[config.mk]
export PLATFORM = sky130hd
export DESIGN_NAME = gessm_dot_accumulator
export DESIGN_NICKNAME = d
export VERILOG_FILES = /design/src/rtl/gessm_pkg.sv /design/src/rtl/gessm_dot_accumulator_sat_add.sv /design/src/rtl/gessm_dot_accumulator.sv
export SDC_FILE = /design/constraint.sdc
export NUM_CORES = 1
export LEC_CHECK = 0
export CORE_MARGIN = 3
export CORE_UTILIZATION = 40
export CTS_BUF_LIST = sky130_fd_sc_hd__clkbuf_8
export DETAILED_ROUTE_END_ITERATION = 12
export PLACE_DENSITY = 0.71
export SYNTH_ARGS = -nofsm -noshare
export SYNTH_HDL_FRONTEND = slang
export SYNTH_SLANG_ARGS = --single-unit
[constraint.sdc]
create_clock -name clk -period 4.2 [get_ports clk]
set_input_delay 0.42 -clock clk [delete_from_list [all_inputs] [get_ports clk]]
set_output_delay 0.42 -clock clk [all_outputs]
set_load 0.03 [all_outputs]
[src/rtl/gessm_pkg.sv]
// Shared definitions for the gESSM product-accumulation datapath.
package gessm_pkg;

  localparam int unsigned GESSM_PW = 32;

  typedef enum logic {
    ACC  = 1'b0,
    DONE = 1'b1
  } gessm_acc_state_t;

endpackage

[src/rtl/gessm_dot_accumulator_sat_add.sv]
// Unsigned saturating adder: sum = min(a + zext(b), 2^AW-1); ovf flags the clamp.
module gessm_sat_add #(
  parameter int unsigned AW = 40,
  parameter int unsigned PW = 32
) (
  input  logic [AW-1:0] a,
  input  logic [PW-1:0] b,
  output logic [AW-1:0] sum,
  output logic          ovf
);

  generate
    if (AW < PW) begin : g_bad_width
      $error("gessm_sat_add: AW must be >= PW");
    end
  endgenerate

  logic [AW:0] wide_sum;

  always_comb begin
    wide_sum = {1'b0, a} + {{(AW + 1 - PW){1'b0}}, b};
    ovf      = wide_sum[AW];
    sum      = ovf ? '1 : wide_sum[AW-1:0];
  end

endmodule

[src/rtl/gessm_dot_accumulator.sv]
// Accumulates gESSM products into one saturated dot-product sum per vector,
// delivered through a valid/ready result port.
module gessm_dot_accumulator
  import gessm_pkg::*;
#(
  parameter int unsigned PW  = GESSM_PW,
  parameter int unsigned AW  = 40,
  parameter int unsigned LEN = 16,
  localparam int unsigned CW = $clog2(LEN + 1)
) (
  input  logic          clk,
  input  logic          rst,
  input  logic          in_valid,
  output logic          in_ready,
  input  logic [PW-1:0] in_prod,
  input  logic          in_last,
  output logic          out_valid,
  input  logic          out_ready,
  output logic [AW-1:0] out_sum,
  output logic [CW-1:0] out_count,
  output logic          out_ovf
);

  generate
    if (AW < PW) begin : g_bad_aw
      $error("gessm_dot_accumulator: AW must be >= PW");
    end
    if (LEN < 1) begin : g_bad_len
      $error("gessm_dot_accumulator: LEN must be >= 1");
    end
  endgenerate

  gessm_acc_state_t state_q, state_d;

  logic [AW-1:0] acc_q;
  logic [CW-1:0] count_q;
  logic          ovf_q;

  logic [AW-1:0] sum_next;
  logic          carry;
  logic [CW-1:0] count_inc;
  logic          beat;
  logic          term_beat;

  gessm_sat_add #(
    .AW (AW),
    .PW (PW)
  ) u_sat_add (
    .a   (acc_q),
    .b   (in_prod),
    .sum (sum_next),
    .ovf (carry)
  );

  always_comb begin
    in_ready  = (state_q == ACC);
    out_valid = (state_q == DONE);
    beat      = in_valid && in_ready;
    count_inc = count_q + CW'(1);
    // in_last and a full vector coincide into one termination
    term_beat = beat && (in_last || (count_inc == CW'(LEN)));
  end

  always_comb begin
    state_d = state_q;
    case (state_q)
      ACC:     if (term_beat) state_d = DONE;
      DONE:    if (out_ready) state_d = ACC;
      default: state_d = ACC;
    endcase
  end

  always_ff @(posedge clk) begin
    if (rst) begin
      state_q <= ACC;
    end else begin
      state_q <= state_d;
    end
  end

  always_ff @(posedge clk) begin
    if (rst) begin
      acc_q     <= '0;
      count_q   <= '0;
      ovf_q     <= 1'b0;
      out_sum   <= '0;
      out_count <= '0;
      out_ovf   <= 1'b0;
    end else begin
      case (state_q)
        ACC: begin
          if (beat) begin
            acc_q   <= sum_next;
            count_q <= count_inc;
            ovf_q   <= ovf_q | carry;
          end
          if (term_beat) begin
            out_sum   <= sum_next;
            out_count <= count_inc;
            out_ovf   <= ovf_q | carry;
          end
        end
        DONE: begin
          if (out_ready) begin
            acc_q   <= '0;
            count_q <= '0;
            ovf_q   <= 1'b0;
          end
        end
        default: begin
          acc_q   <= '0;
          count_q <= '0;
          ovf_q   <= 1'b0;
        end
      endcase
    end
  end

endmodule

==> flow_summary.ini <==
[synth]
yosysWarningCount = 0
yosys.area.top_type_share_pct = 32.7
synth_edf_count = 0
postSynth.topFlopCell = sky130_fd_sc_hd__dfxtp_1
synth.ff_latch_count = 93
synth.lib_cells_used.distinct = 72
synthesis.area_um2 = 5690
ys_async_sr_fraction_pct = 0
synth-seq-area-share_pct = 32.7
synth_top_cells_by_area = sky130_fd_sc_hd__dfxtp_1 33%, sky130_fd_sc_hd__ha_1 7.5%, sky130_fd_sc_hd__a21oi_1 7.2%
mappedNetlistNets = 797
synthesis.area_per_instance_um2 = 7.84
synth_top_cell_by_area = sky130_fd_sc_hd__dfxtp_1
syn-instance-count = 725

[sta]
period_share_pct = 77.0
fmax_mhz = 309
grt_setup_unrepaired = no
max_slew.worst_pin.slew_ns = 0.941
clock-skew-final_ns = 0.0175
whs_ns = 0.461
timing.slew.headroom_pct = 37.2
setup_slack_ns = 0.965
final_hold_viol_count = 0
finalCriticalPeriod_ns = 3.23
timing.setup.tns_ns = 0
setup_violations = 0
finalMaxSlewViolations = 0

[cells_and_area]
final_nets = 853
finish.cell_count_without_fillers = 962
final_layout_size_suffix_gt1_share_pct = 6.62
diodes = 0
area_growth_syn_to_layout_pct = 20.2
fin_area_um2 = 6840

[floorplan]
floorplan.die_area_um2 = 15700
core.rowCount = 42
coreArea_um2 = 13600
number_of_i_o_pins = 85
initial_core_util_pct = 41.9
floorplan.die.width_um = 125
dieHeight_um = 125

[place]
place_hpwl_um = 11100
port-buffer-count = 84
dp.cells = 946
gp_congestion = 0.910
dpl_cell_area_um2 = 6610
pre_cts_ws_ns = 0.565

[power_and_ir_drop]
swShare_pct = 35.9
seq_power_share_pct = 39.3
power.net_switching_uw = 916
combinationalPowerShare_pct = 33.8
power.internal_mw = 1.64
clock_power_share_pct = 27.0
peakVddDrop_uv = 233
total_leakage_power_nw = 2.54
cellPowerDensity_nw_per_um2 = 374

[run]
max_cap_viol_count = 0

[global_routing]
grt_first_pass_wirelength_um = 26400
antenna_found_initial = 0
grt_pass1_vias = 5263
globalRouteTotalUtil_pct = 20.0
overflow = 0
largest_net_degree_at_the_start_of_global_routing = 67

[clock_network]
cts_max_level = 3
clock_tree.root_cell = sky130_fd_sc_hd__clkbuf_8
tritoncts_buffers = 9
cts_setup_buffers = 0
clk_path_buf_depth = 2
tritoncts = yes
cts_hold_buf = 0
worstSkewPairLatency_ns = 0.39
post_cts.resized_instances = 0
clock_pin_transition_on_the_worst_setup_and_hold_timing_paths_ns = 0.09
clock_sinks = 93

[critical_path]
number_of_buffers_and_inverters_on_the_critical_path = 2
setup.worst_path.start_class = input pin
critical_path_peak_fanout = 25
cpPeakStageDelay_ns = 0.44
crit_required_ns = 4.44
crit_chain = clkdlybuf4s50_1 -> ha_1 -> fa_1 -> a211oi_1 -> nor2_1 -> o31ai_2 -> a21oi_2 -> o21ai_1 -> nand2_2 -> buf_4 -> o21ai_0 -> a21oi_1
worst-r2r-setup-slack_ns = 1.11
worstSetupEndpointType = flop
crit_arrival_ns = 3.48
launch_point_of_the_worst_reg_to_reg_path = acc_q[0]
critical_path.startpoint = in_prod[0]
cpMaxStageDelayCell = sky130_fd_sc_hd__fa_1
criticalPathCategory = in2reg
critical-path-top-delay-family = compound AO/OA/AOI/OAI gates

[routing]
route.antenna.remaining_nets = 0
routedWlPerCell_um = 16.1
via_count = 5440
totalWireLength_um = 15500
drc = 0
detail_route.vias_per_cell = 5.65
detailedRoute.firstPassIterationCount = 5
dr.first_iter.drc_count = 369

[status]
run_status = finished, final reports clean

[worst_hold_path]
timing.hold.worst.start = acc_q[9]
min-delay-path-class = reg2reg
[logic make-up after synthesis]
kind of cell,Yosys count,share of synthesized area [%]
and+or+nand+nor,257,22.1
AOI/OAI and AO/OA,253,28.0
DFF,93,32.7
buffers and inverters,54,4.25
adders and majority gates,35,7.83
xor gates and xnor gates,31,4.78
muxes,2,0.352
[power groups by stage]
| stage | Clock, mW | Sequential [mW] | Combinational (mW) |
|---|---|---|---|
| floorplan | 0 | 1.08 | 0.550 |
| global placement | 0 | 1.02 | 0.852 |
| detailed placement | 0 | 1.02 | 0.852 |
| CTS | 0.706 | 1.00 | 0.857 |
| global route | 0.744 | 1.01 | 0.957 |
| finish | 0.689 | 1.00 | 0.863 |
[registers in the layout, summed over array words and instances, names as in the netlist]
name,cells
acc_q,40
ovf_q,1
out_ovf,1
out_sum,40
out_valid,1
count_q,5
out_count,5
[worst min-delay path: stages (launching register included)]
cell and delay [ns]:
sky130_fd_sc_hd__dfxtp_1 0.32, sky130_fd_sc_hd__nand2_1 0.05, sky130_fd_sc_hd__a21oi_1 0.05
[placed cells by master (no fill, tap or decap), drive strengths merged, types with 8 or more instances in the layout]
master and n:
and3 12, inv 8, dfxtp 93, nor3 48, clkbuf 9, a21oi 84
ha 34, xor2 12, o211ai 8, a211oi 17, clkdlybuf4s50 83, a31oi 9
buf 9, nor2 68, xnor2 19, a21o 13, o21ai 77, nand3 23
nand2 68
[synthesized netlist by cell type, drive strengths merged, types with 3 or more instances]
master	count
nor4	3
nor2	68
xor2	12
a21oi	84
o21ai	77
buf	15
xnor2	19
o21bai	3
and3	12
clkbuf	32
or3	7
a41oi	7
nor2b	4
a31oi	9
inv	7
dfxtp	93
and2	7
o21a	5
nor3	48
or4	3
nand3	23
o31ai	6
nand3b	3
a22oi	3
o211ai	8
a21o	13
o31a	3
ha	34
a2111oi	4
nand2	68
a211oi	17
a221oi	4
[cell type report]
| type | instances | area, um2 |
|---|---|---|
| flip-flops and latches | 93 | 1860 |
| fillers | 1345 | 6720 |
| multi-input cells | 578 | 3610 |
| clock inverters | 7 | 98.8 |
| repair buffers | 92 | 896 |
| inverters | 7 | 26.3 |
| well taps | 176 | 220 |
| clock buffers | 9 | 124 |
[layer usage]
metal / track usage, % / part of all wire (%)
met1: 27.7 / 49
met2: 32.4 / 45
met3: 4.52 / 5.1
met4: 4.15 / 0.95
met5: 0 / 0
[stage by stage]
step,total power [mW],utilization (%)
2_1_floorplan,1.63,-
3_3_place_gp,1.87,48.8
3_5_place_dp,1.87,48.8
4_1_cts,2.57,50.4
5_1_grt,2.71,50.4
6_report,2.55,50.4
[path summary, 6_finish.rpt]
path / cells after the start / to
max: 12 / acc_q[11]
max reg2reg: 11 / acc_q[11]
min reg2reg: 2 / acc_q[9]
min: 2 / acc_q[9]
Note: power is estimated with default switching activity, not from simulation.
